===== src/rtl/bcd_pkg.sv =====
// Shared BCD constants and a helper that turns a binary constant into packed BCD.
package bcd_pkg;

    localparam int         BCD_W          = 4;
    localparam logic [3:0] BCD_MAX        = 4'd9;
    localparam logic [3:0] BCD_ZERO       = 4'd0;
    localparam int         BCD_MAX_DIGITS = 8;

    // Least significant decade lands in bits [3:0]; callers slice to their width.
    function automatic logic [BCD_W*BCD_MAX_DIGITS-1:0] to_bcd(input int unsigned value);
        logic [BCD_W*BCD_MAX_DIGITS-1:0] r;
        int unsigned v;
        v = value;
        r = '0;
        for (int i = 0; i < BCD_MAX_DIGITS; i++) begin
            r[i*BCD_W +: BCD_W] = BCD_W'(v % 10);
            v = v / 10;
        end
        return r;
    endfunction

endpackage


===== src/rtl/bcd_digit.sv =====
// One BCD decade: increment (or decrement when BCD_CNT_DOWN_EN is defined) with
// carry/borrow out, or a forced load of the wrap value at terminal count.
module bcd_digit
    import bcd_pkg::*;
(
    input  logic [BCD_W-1:0] cur,
    input  logic             ci,
    input  logic             up,
    input  logic             wrap_en,
    input  logic [BCD_W-1:0] wrap_val,
    output logic [BCD_W-1:0] nxt,
    output logic             co
);

`ifndef BCD_CNT_DOWN_EN
    logic unused_up;
    assign unused_up = up;
`endif

    // NOTE: nxt and co get defaults first so every path assigns them and no latch is inferred.
    always_comb begin
        nxt = cur;
        co  = 1'b0;
        if (wrap_en) begin
            nxt = wrap_val;
        end else if (ci) begin
`ifdef BCD_CNT_DOWN_EN
            if (!up) begin
                if (cur == BCD_ZERO) begin
                    nxt = BCD_MAX;
                    co  = 1'b1;
                end else begin
                    nxt = cur - 4'd1;
                end
            end else if (cur == BCD_MAX) begin
                nxt = BCD_ZERO;
                co  = 1'b1;
            end else begin
                nxt = cur + 4'd1;
            end
`else
            if (cur == BCD_MAX) begin
                nxt = BCD_ZERO;
                co  = 1'b1;
            end else begin
                nxt = cur + 4'd1;
            end
`endif
        end
    end

endmodule


===== src/rtl/bcd_counter_mod.sv =====
// Multi-decade BCD counter with programmable modulus, validated load and cascade carry.
// Define BCD_CNT_DOWN_EN to build the down-counting path selected by UP.
module bcd_counter_mod
    import bcd_pkg::*;
#(
    parameter int DIGITS  = 2,
    parameter int MODULUS = 60
) (
    input  logic                CP,
    input  logic                reset_n,
    input  logic                EN,
    input  logic                CLR,
    input  logic                LOAD,
    input  logic [4*DIGITS-1:0] D,
    input  logic                UP,
    output logic [4*DIGITS-1:0] Cnt,
    output logic                CO,
    output logic                LERR
);

    localparam int W = BCD_W * DIGITS;

    if (DIGITS < 1 || DIGITS > BCD_MAX_DIGITS) begin : g_bad_digits
        $error("bcd_counter_mod: DIGITS=%0d out of range", DIGITS);
    end
    if (MODULUS < 2 || MODULUS > 10**DIGITS) begin : g_bad_modulus
        $error("bcd_counter_mod: MODULUS=%0d out of range for DIGITS=%0d", MODULUS, DIGITS);
    end

    localparam logic [BCD_W*BCD_MAX_DIGITS-1:0] LAST_WIDE = to_bcd(MODULUS - 1);
    localparam logic [W-1:0]                    LAST      = LAST_WIDE[W-1:0];

    logic          dir_up;
    logic          terminal;
    logic          wrap;
    logic [W-1:0]  wrap_val;
    logic [W-1:0]  cnt_next;
    logic [DIGITS:0] carry;
    logic          nib_ok;
    logic          load_ok;

`ifdef BCD_CNT_DOWN_EN
    assign dir_up   = UP;
    assign terminal = dir_up ? (Cnt == LAST) : (Cnt == '0);
    assign wrap_val = dir_up ? '0 : LAST;
`else
    logic unused_up;
    assign unused_up = UP;
    assign dir_up    = 1'b1;
    assign terminal  = (Cnt == LAST);
    assign wrap_val  = '0;
`endif

    assign wrap     = EN & terminal;
    assign CO       = EN & ~CLR & ~LOAD & terminal;
    assign carry[0] = EN;

    for (genvar i = 0; i < DIGITS; i++) begin : g_digit
        bcd_digit u_digit (
            .cur      (Cnt[i*BCD_W +: BCD_W]),
            .ci       (carry[i]),
            .up       (dir_up),
            .wrap_en  (wrap),
            .wrap_val (wrap_val[i*BCD_W +: BCD_W]),
            .nxt      (cnt_next[i*BCD_W +: BCD_W]),
            .co       (carry[i+1])
        );
    end

    logic unused_carry;
    assign unused_carry = carry[DIGITS];

    // With every nibble a legal digit, BCD order matches numeric order, so D is
    // compared against the packed terminal value directly.
    always_comb begin
        nib_ok = 1'b1;
        for (int i = 0; i < DIGITS; i++) begin
            if (D[i*BCD_W +: BCD_W] > BCD_MAX) nib_ok = 1'b0;
        end
    end

    assign load_ok = nib_ok && (D <= LAST);

    // NOTE: state registers use non-blocking assignments so every flop samples pre-edge values.
    always_ff @(posedge CP or negedge reset_n) begin
        if (!reset_n) begin
            Cnt  <= '0;
            LERR <= 1'b0;
        end else if (CLR) begin
            Cnt  <= '0;
            LERR <= 1'b0;
        end else if (LOAD) begin
            if (load_ok) Cnt <= D;
            LERR <= ~load_ok;
        end else begin
            Cnt  <= cnt_next;
            LERR <= 1'b0;
        end
    end

endmodule


===== config.mk =====
export PLATFORM = sky130hd
export DESIGN_NAME = bcd_counter_mod
export DESIGN_NICKNAME = d
export VERILOG_FILES = /design/src/rtl/bcd_pkg.sv /design/src/rtl/bcd_digit.sv /design/src/rtl/bcd_counter_mod.sv
export SDC_FILE = /design/constraint.sdc
export NUM_CORES = 1
export LEC_CHECK = 0
export ABC_AREA = 1
export BUFFER_PORTS_ARGS = -buffer_cell sky130_fd_sc_hd__buf_4
export CORE_MARGIN = 4
export CORE_UTILIZATION = 48
export DETAILED_ROUTE_END_ITERATION = 6
export PLACE_DENSITY = 0.77
export SKIP_CTS_REPAIR_TIMING = 1
export SLEW_MARGIN = 20
export SYNTH_ARGS = -nofsm -noshare
export SYNTH_HDL_FRONTEND = slang
export SYNTH_SLANG_ARGS = --single-unit
export TNS_END_PERCENT = 5

===== constraint.sdc =====
create_clock -name CP -period 1.68 [get_ports CP]
set_clock_uncertainty 0.1 [all_clocks]
set_input_delay 0 -clock CP [delete_from_list [all_inputs] [get_ports CP]]
set_output_delay 0 -clock CP [all_outputs]
set_load 0.005 [all_outputs]

# After elaboration in Yosys (flattened, before gate mapping)
# Cells that the tools add are included.
dict set report word_totals {
  in_bits 14
  output_inout_bits 10
  reg_bits 9
}
dict set report op_classes {
  addsub 2
  n_lt_le_gt_ge 3
  bitwise_logic 7
  eq_ne 4
  muxes 16
  reduce_logical 5
}
# cell count
set op_table {}
lappend op_table {{$mux W4} 6}
lappend op_table {{$mux W8} 3}
lappend op_table {{$add A4 B1 Y4 const B} 2}
lappend op_table {{$eq A4 B4 Y1 const B} 2}
lappend op_table {{$eq A8 B7 Y1 const B} 1}
lappend op_table {{$gt A4 B4 Y1 const B} 2}
lappend op_table {{$le A8 B7 Y1 const B} 1}
lappend op_table {{$reduce_bool A4 Y1} 2}
lappend op_table {{$mux W1} 7}
lappend op_table {{$and A1 B1 Y1} 4}
lappend op_table {{$reduce_and A2 Y1} 2}
lappend op_table {{$ne A3 B2 Y1 const B} 1}
lappend op_table {{$not A1 Y1} 3}
lappend op_table {{$logic_and A1 B1 Y1} 1}

# Longest topological paths before layout
# Gate-level depths: netlist (run 1).
dict set report depth {
  word_depth 8
  ltp_mapped 10
  depth_no_buf 10
}

# By module
# A second synthesis (run 1) with hierarchy kept.
dict set report unflattened {
  cells_unflattened 147
  area_unflattened_um2 924.6
}
# mod cells_per_inst n_inst area_each_um2
set by_module_without_submodules {}
lappend by_module_without_submodules {bcd_counter_mod 83 1 636.9}
lappend by_module_without_submodules {bcd_digit 32 2 143.9}

# Worst setup path before layout (run 1)
# No wires, ideal clock.
dict set report synth_timing {
  path_kind {register -> register}
  startpoint {reg Cnt[1]}
  endpoint {reg Cnt[4]}
  setup_time_ps 65
  arrival_ps 1217
  required_time_ps 1515
  period_less_slack_ps 1382
  setup_slack_ps 298
  path_buffers 0
  stages_incl_launch_ff 11
  path_cell_list {dfrtp_1 inv_1 ha_1 nand2_1 nor2_2 nand2_1 nand2_2 nand2_4 nor2_4 nand2_1 nand2_1}
}
dict set report synth_between {
  elab_chain_len 6
  elab_cells_between_ends 11
}
# element line_no
set synth_lines {}
lappend synth_lines {{from (decl)} bcd_counter_mod.sv:16} ;# output logic [4*DIGITS-1:0] Cnt,
lappend synth_lines {{from (signal assigned)} bcd_counter_mod.sv:96} ;# Cnt <= cnt_next;
lappend synth_lines {{$eq A4 B4 Y1} bcd_digit.sv:42} ;# if (cur == BCD_MAX) begin
lappend synth_lines {{$mux W1} bcd_digit.sv:42}
lappend synth_lines {{$mux W1} bcd_digit.sv:26} ;# end else if (ci) begin
lappend synth_lines {{$mux W1} bcd_digit.sv:24} ;# if (wrap_en) begin
lappend synth_lines {{$reduce_bool A4 Y1 (no source line)} -}
lappend synth_lines {{$reduce_and A2 Y1 (no source line)} -}
# Several ways; a longest one is shown, not always the timed one.
# A chain may end at the register's enable or synchronous reset.

# Worst setup path after layout (run 1)
dict set report layout_timing {
  startpoint {reg Cnt[1]}
  endpoint {out CO}
}
dict set report layout_between {
  elab_chain_len 2
}
# element line_no
set layout_lines {}
lappend layout_lines {{$eq A8 B7 Y1} bcd_counter_mod.sv:50} ;# assign terminal = (Cnt == LAST);
lappend layout_lines {{$and A1 B1 Y1} bcd_counter_mod.sv:55} ;# assign CO = EN & ~CLR & ~LOAD & terminal;
lappend layout_lines {{to (decl)} bcd_counter_mod.sv:17} ;# output logic CO,
# No other way between the ends.

==> flow_metrics.env, run 1 <==
export IMPL_ys_ff_latch=9
export IMPL_setup_ws_ps=165
export IMPL_synth_top_flop_cell="dfrtp_1"
export IMPL_grt_pass1_wl_microns=2630
export IMPL_worst_pin_slew_ps=398
export IMPL_io_pins=24
export IMPL_drt_iter0_drc=11
export IMPL_fmax_ghz=0.660
export IMPL_cp_slowest_cell="dfrtp_1"
export IMPL_overflow=0
export IMPL_setup_tns_final_ps=0
export IMPL_path_class="flip-flop to primary output"
export IMPL_cp_common_cell="nand2_1"
export IMPL_cts_sinks=9
export IMPL_peakVddDrop_v=0.000485
export IMPL_yosysSeqAreaShare_pct=31.7
export IMPL_worstPathRequired_ps=1580
export IMPL_drt_wl_total_microns=1740
export IMPL_antenna_found_initial=0
export IMPL_synth_edf_count=0
export IMPL_drc=0
export IMPL_fin_crit_sh_pct=90.2
export IMPL_layout_drive_gt1_share_pct=28.7
export IMPL_n_antenna_cell=0
export IMPL_synthTopCellsByCount="44 x nand2_1, 10 x inv_1, 9 x dfrtp_1, 9 x nor2_1, 8 x o21ai_0"
export IMPL_min_path_type="primary input to flip-flop"
export IMPL_synth_top_area_cell="dfrtp_1"
export IMPL_whs_ps=-17.9
export IMPL_clock_path_buffers=2
export IMPL_cp_cell_sequence="inv_1, ha_1, nand2_1, nor2_2, nand2_1, nor2_1, buf_4"
export IMPL_drv_cap=0
export IMPL_placedCellCount=145
export IMPL_die_area_sq_um=2160
export IMPL_ys_warn_count=0
export IMPL_htreeDepth=1
export IMPL_slew_viol_final=0
export IMPL_clk_latency_ps=260
export IMPL_path_delay_family="flip-flops"
export IMPL_crit_buf_inv=2
export IMPL_syn_nets=125
export IMPL_synth_cell_types=18
export IMPL_start_util_pct=52.6
export IMPL_clk_pin_slew_ps=60
export IMPL_finalNonFillerCells=158
export IMPL_detail_route_antenna_nets=0
export IMPL_path_max_fanout=3
export IMPL_cellLeakagePower_nw=0.557
export IMPL_drt_first_pass_iters=4
export IMPL_p_per_area_nw_per_um2=658
export IMPL_r2r_start="Cnt[1]"
export IMPL_die_h_microns=46.5
export IMPL_cpPeakStageDelay_ps=400
export IMPL_worstHoldStart="D[5]"
export IMPL_io_buffers=22
export IMPL_numCtsBuffers=3
export IMPL_critPathLaunch="Cnt[1]"
export IMPL_crit_arrival_ps=1420
export IMPL_grt_max_degree=10
export IMPL_start_kind="flip-flop"
export IMPL_status="complete, but fails checks"
export IMPL_synth_area_leaders="dfrtp_1 32%, nand2_1 23%, ha_1 7.0%, o21ai_0 5.6%, inv_1 5.3%"
export IMPL_place_ws_ps=189
export IMPL_fp_coreArea_sq_um=1350
export IMPL_rows=13
export IMPL_hold_violations=2
export IMPL_finalSetupViolCount=0
export IMPL_fin_nets=162
export IMPL_die_w_microns=46.5
export IMPL_clockRootBuffer="clkbuf_4"
export IMPL_period_needed_ps=1520
export IMPL_grt_pass1_vias=656
export IMPL_dpl_hpwl_microns=1360
export IMPL_wl_per_cell_microns=11.0
export IMPL_gp_congestion=0.820
export IMPL_track_usage_pct=17.2
export IMPL_yosysMostFrequentCell="nand2_1"
export IMPL_violations="hold timing"
export IMPL_syn_to_final_growth_pct=43.0
export IMPL_viasPerCell=4.75
export IMPL_slew_headroom_pct=73.3
export IMPL_netlist_area_sq_um=711
export IMPL_vias=751
export IMPL_worstSetupEndpointType="primary output"
export IMPL_synth_top_cell_area_share_pct=31.7
export IMPL_syn_inst=107
export IMPL_rsz0062_at_grt="no"
export IMPL_cts_tree="built"
export IMPL_avgSynthCellArea_sq_um=6.64
export IMPL_ys_async_sr_fraction_pct=100
-- final timing paths --
check / to / slack (ps) / depth (start not counted)
max in group asynchronous: Cnt[5] / 550 / 3
max: CO / 160 / 7
min in group asynchronous: Cnt[2] / 640 / 3
min: Cnt[5] / -20 / 5
min reg2reg: Cnt[7] / 450 / 2
max reg2reg: Cnt[6] / 200 / 10
-- tightest hold or removal path, stage by stage --
cell and delay [ps]:
buf_4 90, nand2_1 40, o21ai_0 70, nand2_1 50, nand2_1 50
-- metal layers --
metal	part of all wire [%]	GRT usage (%)	vias to the layer above
li1	-	-	404
met1	42	19.7	329
met2	54	30.2	18
met3	4.2	6.25	0
met4	0	3.41	0
met5	0	0	-
-- state kept, by name, indices dropped and copies added, names as in the netlist --
register	count
Cnt	8
LERR	1
-- logic make-up (layout without fill, tap and decap cells) --
kind of cell	Yosys count	in the layout	share of synthesized area [%]
AOI/OAI and AO/OA	11	11	8.28
adders and majority gates	4	4	7.04
buffers and inverters	13	49	7.22
DFF	9	9	31.7
and+or+nand+nor	70	70	45.8
-- power breakdown --
group	switching [mW]	total, mW	leakage (nW)	internal, mW
sequential	0.0328	0.274	0.118	0.241
combinational	0.113	0.230	0.424	0.118
clock	0.0734	0.165	0.0150	0.0914
total	0.219	0.669	0.557	0.450
-- through the flow --
step | total power, mW | util [%] | hold slack [ps] | cell area [sq um]
floorplan | 0.387 | - | -396 | 711
global placement | 0.483 | 66.8 | -274 | 902
detailed placement | 0.489 | 66.8 | -273 | 902
CTS | 0.655 | 68.8 | -554 | 928
global route | 0.723 | 75.3 | 6.45 | 1020
finish | 0.669 | 75.3 | -17.9 | 1020
-- area by class of cell --
type | count | area (sq um)
multi-input cells | 85 | 434
fillers | 117 | 334
repair buffers | 32 | 260
flip-flops and latches | 9 | 225
inverters | 13 | 51.3
clock buffers | 4 | 26.3
well taps | 15 | 18.8
-- placed cells by master (no fill, tap or decap) --
cell           synthesis  final
a21oi_1                2      2
buf_4                  0     24
clkbuf_1               0      1
clkbuf_4               0      3
dfrtp_1                9      9
dlygate4sd3_1          0      8
ha_1                   4      4
inv_1                 10     10
inv_2                  2      2
inv_4                  1      1
nand2_1               44     44
nand2_2                1      1
nand2_4                3      3
nand3_1                5      5
nand4_1                1      1
nor2_1                 9      9
nor2_2                 3      3
nor2_4                 2      2
nor3b_1                1      1
o21ai_0                8      8
o21ai_2                1      1
or2_2                  1      1
Power figures use the tool's default switching activity.
==> inputs of run 2 (changes only) <==
--- a/config.mk
+++ b/config.mk
@@ -7,13 +7,15 @@
 export LEC_CHECK = 0
 export ABC_AREA = 1
 export BUFFER_PORTS_ARGS = -buffer_cell sky130_fd_sc_hd__buf_4
+export CORE_ASPECT_RATIO = 1.1
 export CORE_MARGIN = 4
-export CORE_UTILIZATION = 48
+export CORE_UTILIZATION = 52
 export DETAILED_ROUTE_END_ITERATION = 6
-export PLACE_DENSITY = 0.77
+export PLACE_DENSITY = 0.79
 export SKIP_CTS_REPAIR_TIMING = 1
 export SLEW_MARGIN = 20
 export SYNTH_ARGS = -nofsm -noshare
 export SYNTH_HDL_FRONTEND = slang
+export SYNTH_HIERARCHICAL = 1
 export SYNTH_SLANG_ARGS = --single-unit
 export TNS_END_PERCENT = 5
==> run 2 against run 1 <==
  * The run ends with setup timing left
  * Utilization increased by 6.6 points
  * Final cell count increased by 32%
  * Sequential power shrank 9.9%
  * Global-route usage increased by 6.4 points
  * Critical path type is now flip-flop to flip-flop
  * Critical endpoint is now Cnt[5]
  * Highest routed layer is now met4
==> flow_metrics.env, run 2 <==
export IMPL_fmax_ghz=0.555
export IMPL_period_needed_ps=1800
export IMPL_cts_sinks=9
export IMPL_wl_met3_microns=188
export IMPL_setup_ws_ps=-123
export IMPL_status="complete, but fails checks"
export IMPL_wl_met2_microns=1310
export IMPL_fin_crit_sh_pct=107
export IMPL_layout_drive_gt1_share_pct=41.7
export IMPL_viasPerCell=5.09
export IMPL_path_max_fanout=5
export IMPL_cpPeakStageDelay_ps=420
export IMPL_stdcell_area_sq_um=1320
export IMPL_netlist_area_sq_um=915
export IMPL_grt_max_degree=15
export IMPL_numCtsBuffers=3
export IMPL_avgSynthCellArea_sq_um=6.31
export IMPL_vias=1063
export IMPL_p_per_area_nw_per_um2=525
export IMPL_worstPathRequired_ps=1790
export IMPL_final_cell_mix="40 x nand2_1, 36 x buf_4, 19 x nand2_2"
export IMPL_cts_tree="built"
export IMPL_highest_layer="met4"
export IMPL_cp_cell_sequence="inv_1, nor2_2, nand3_2, nor2_4, nor4_4, nand2_1, inv_2, a21oi_2, o21ai_1, nand2_1, nand2_1, nand3_1, nand2_2"
export IMPL_ys_warn_count=6
export IMPL_drc=0
export IMPL_worstHoldStart="CLR"
export IMPL_drt_iter0_drc=23
export IMPL_drt_wl_total_microns=2520
export IMPL_whs_ps=17.1
export IMPL_rsz0062_at_grt="yes"
export IMPL_track_usage_pct=23.6
export IMPL_reg2reg_depth=13
export IMPL_placedCellCount=202
export IMPL_path_class="flip-flop to flip-flop"
export IMPL_hold_violations=0
export IMPL_m1WireLength_microns=966
export IMPL_io_pins=24
export IMPL_cp_slowest_cell="dfrtp_1"
export IMPL_io_buffers=22
export IMPL_slew_viol_final=0
export IMPL_clk_pin_slew_ps=60
export IMPL_path_delay_family="simple AND/OR/NAND/NOR gates"
export IMPL_fin_nets=207
export IMPL_fp_coreArea_sq_um=1610
export IMPL_r2r_start="Cnt[3]"
export IMPL_worstSetupEndpointType="flip-flop"
export IMPL_reg2reg_to="Cnt[5]"
export IMPL_wl_per_cell_microns=12.0
export IMPL_gp_congestion=0.849
export IMPL_start_util_pct=56.7
export IMPL_dpl_hpwl_microns=1990
export IMPL_detail_route_antenna_nets=0
export IMPL_clockRootBuffer="clkbuf_4"
export IMPL_syn_to_final_growth_pct=44.5
export IMPL_whs_path_depth=4
export IMPL_r2r_setup_slack_ps=-120
export IMPL_antenna_found_initial=0
export IMPL_drv_cap=0
export IMPL_largestRegisters="Cnt: 8 flops, LERR: 1 flops"
export IMPL_clock_path_buffers=2
export IMPL_largest_register="Cnt"
export IMPL_overflow=0
export IMPL_whs_endpoint="Cnt[7]"
export IMPL_start_kind="flip-flop"
export IMPL_min_path_type="primary input to flip-flop"
export IMPL_grt_pass1_wl_microns=4260
export IMPL_largest_register_ffs=8
export IMPL_power_total_mw=0.694
export IMPL_peakVddDrop_v=0.000279
export IMPL_dpl_cell_area_sq_um=1230
export IMPL_rows=15
export IMPL_cellLeakagePower_nw=0.709
export IMPL_finalSetupViolCount=6
export IMPL_finalNonFillerCells=209
export IMPL_die_w_microns=48.0
export IMPL_grt_pass1_vias=1032
export IMPL_die_area_sq_um=2490
export IMPL_violations="setup timing"
export IMPL_die_h_microns=52.0
export IMPL_n_antenna_cell=0
export IMPL_syn_inst=145
export IMPL_clk_latency_ps=270
export IMPL_post_route_util_pct=81.9
export IMPL_drt_first_pass_iters=4
export IMPL_place_ws_ps=-115
export IMPL_final_common_cell="nand2_1"
export IMPL_cp_common_cell="nand2_1"
export IMPL_htreeDepth=1
export IMPL_setup_tns_final_ps=-446
export IMPL_crit_arrival_ps=1920
export IMPL_crit_buf_inv=2
run 2: cell types whose count changed in the layout (fill, tap and decap cells not counted), sizes merged, moves of 3 or more:
| cell | change |
|---|---|
| buf | +13 |
| conb | +8 |
| dlygate4sd3 | -6 |
| ha | -4 |
| inv | +9 |
| nand2 | +13 |
| nand3 | +15 |
| o21ai | -3 |
run 2: layout make-up:
class | count | area (sq um)
inverter | 22 | 87.6
multi-input combinational | 118 | 657
clock buffer | 4 | 26.3
sequential | 9 | 228
tap | 17 | 21.3
fill | 112 | 293
timing repair buffer | 39 | 302
run 2: per-layer routing:
metal / GRT usage (%) / vias to the layer above
met1: 28.3 / 480
met5: 0 / -
met2: 41.0 / 38
met3: 3.11 / 5
met4: 8.52 / 0
li1: - / 540
run 2: power by group:
group | internal, mW | switching [mW]
logic | 0.124 | 0.146
clock network | 0.0921 | 0.0844
registers | 0.235 | 0.0125
total | 0.451 | 0.243
run 2: how the worst max path moves through the flow:
stage | from | to | depth (start not counted)
global route | Cnt[3] | Cnt[5] | 13
detailed placement | Cnt[2] | Cnt[6] | 11
global placement | Cnt[2] | Cnt[5] | 11
floorplan | Cnt[3] | Cnt[5] | 14
finish | Cnt[3] | Cnt[5] | 13
CTS | Cnt[2] | Cnt[5] | 11
run 2: tightest hold or removal path, stage by stage:
cell,delay (ps)
buf_4,140
nor2_4,80
nand2_1,80
nand2_2,50
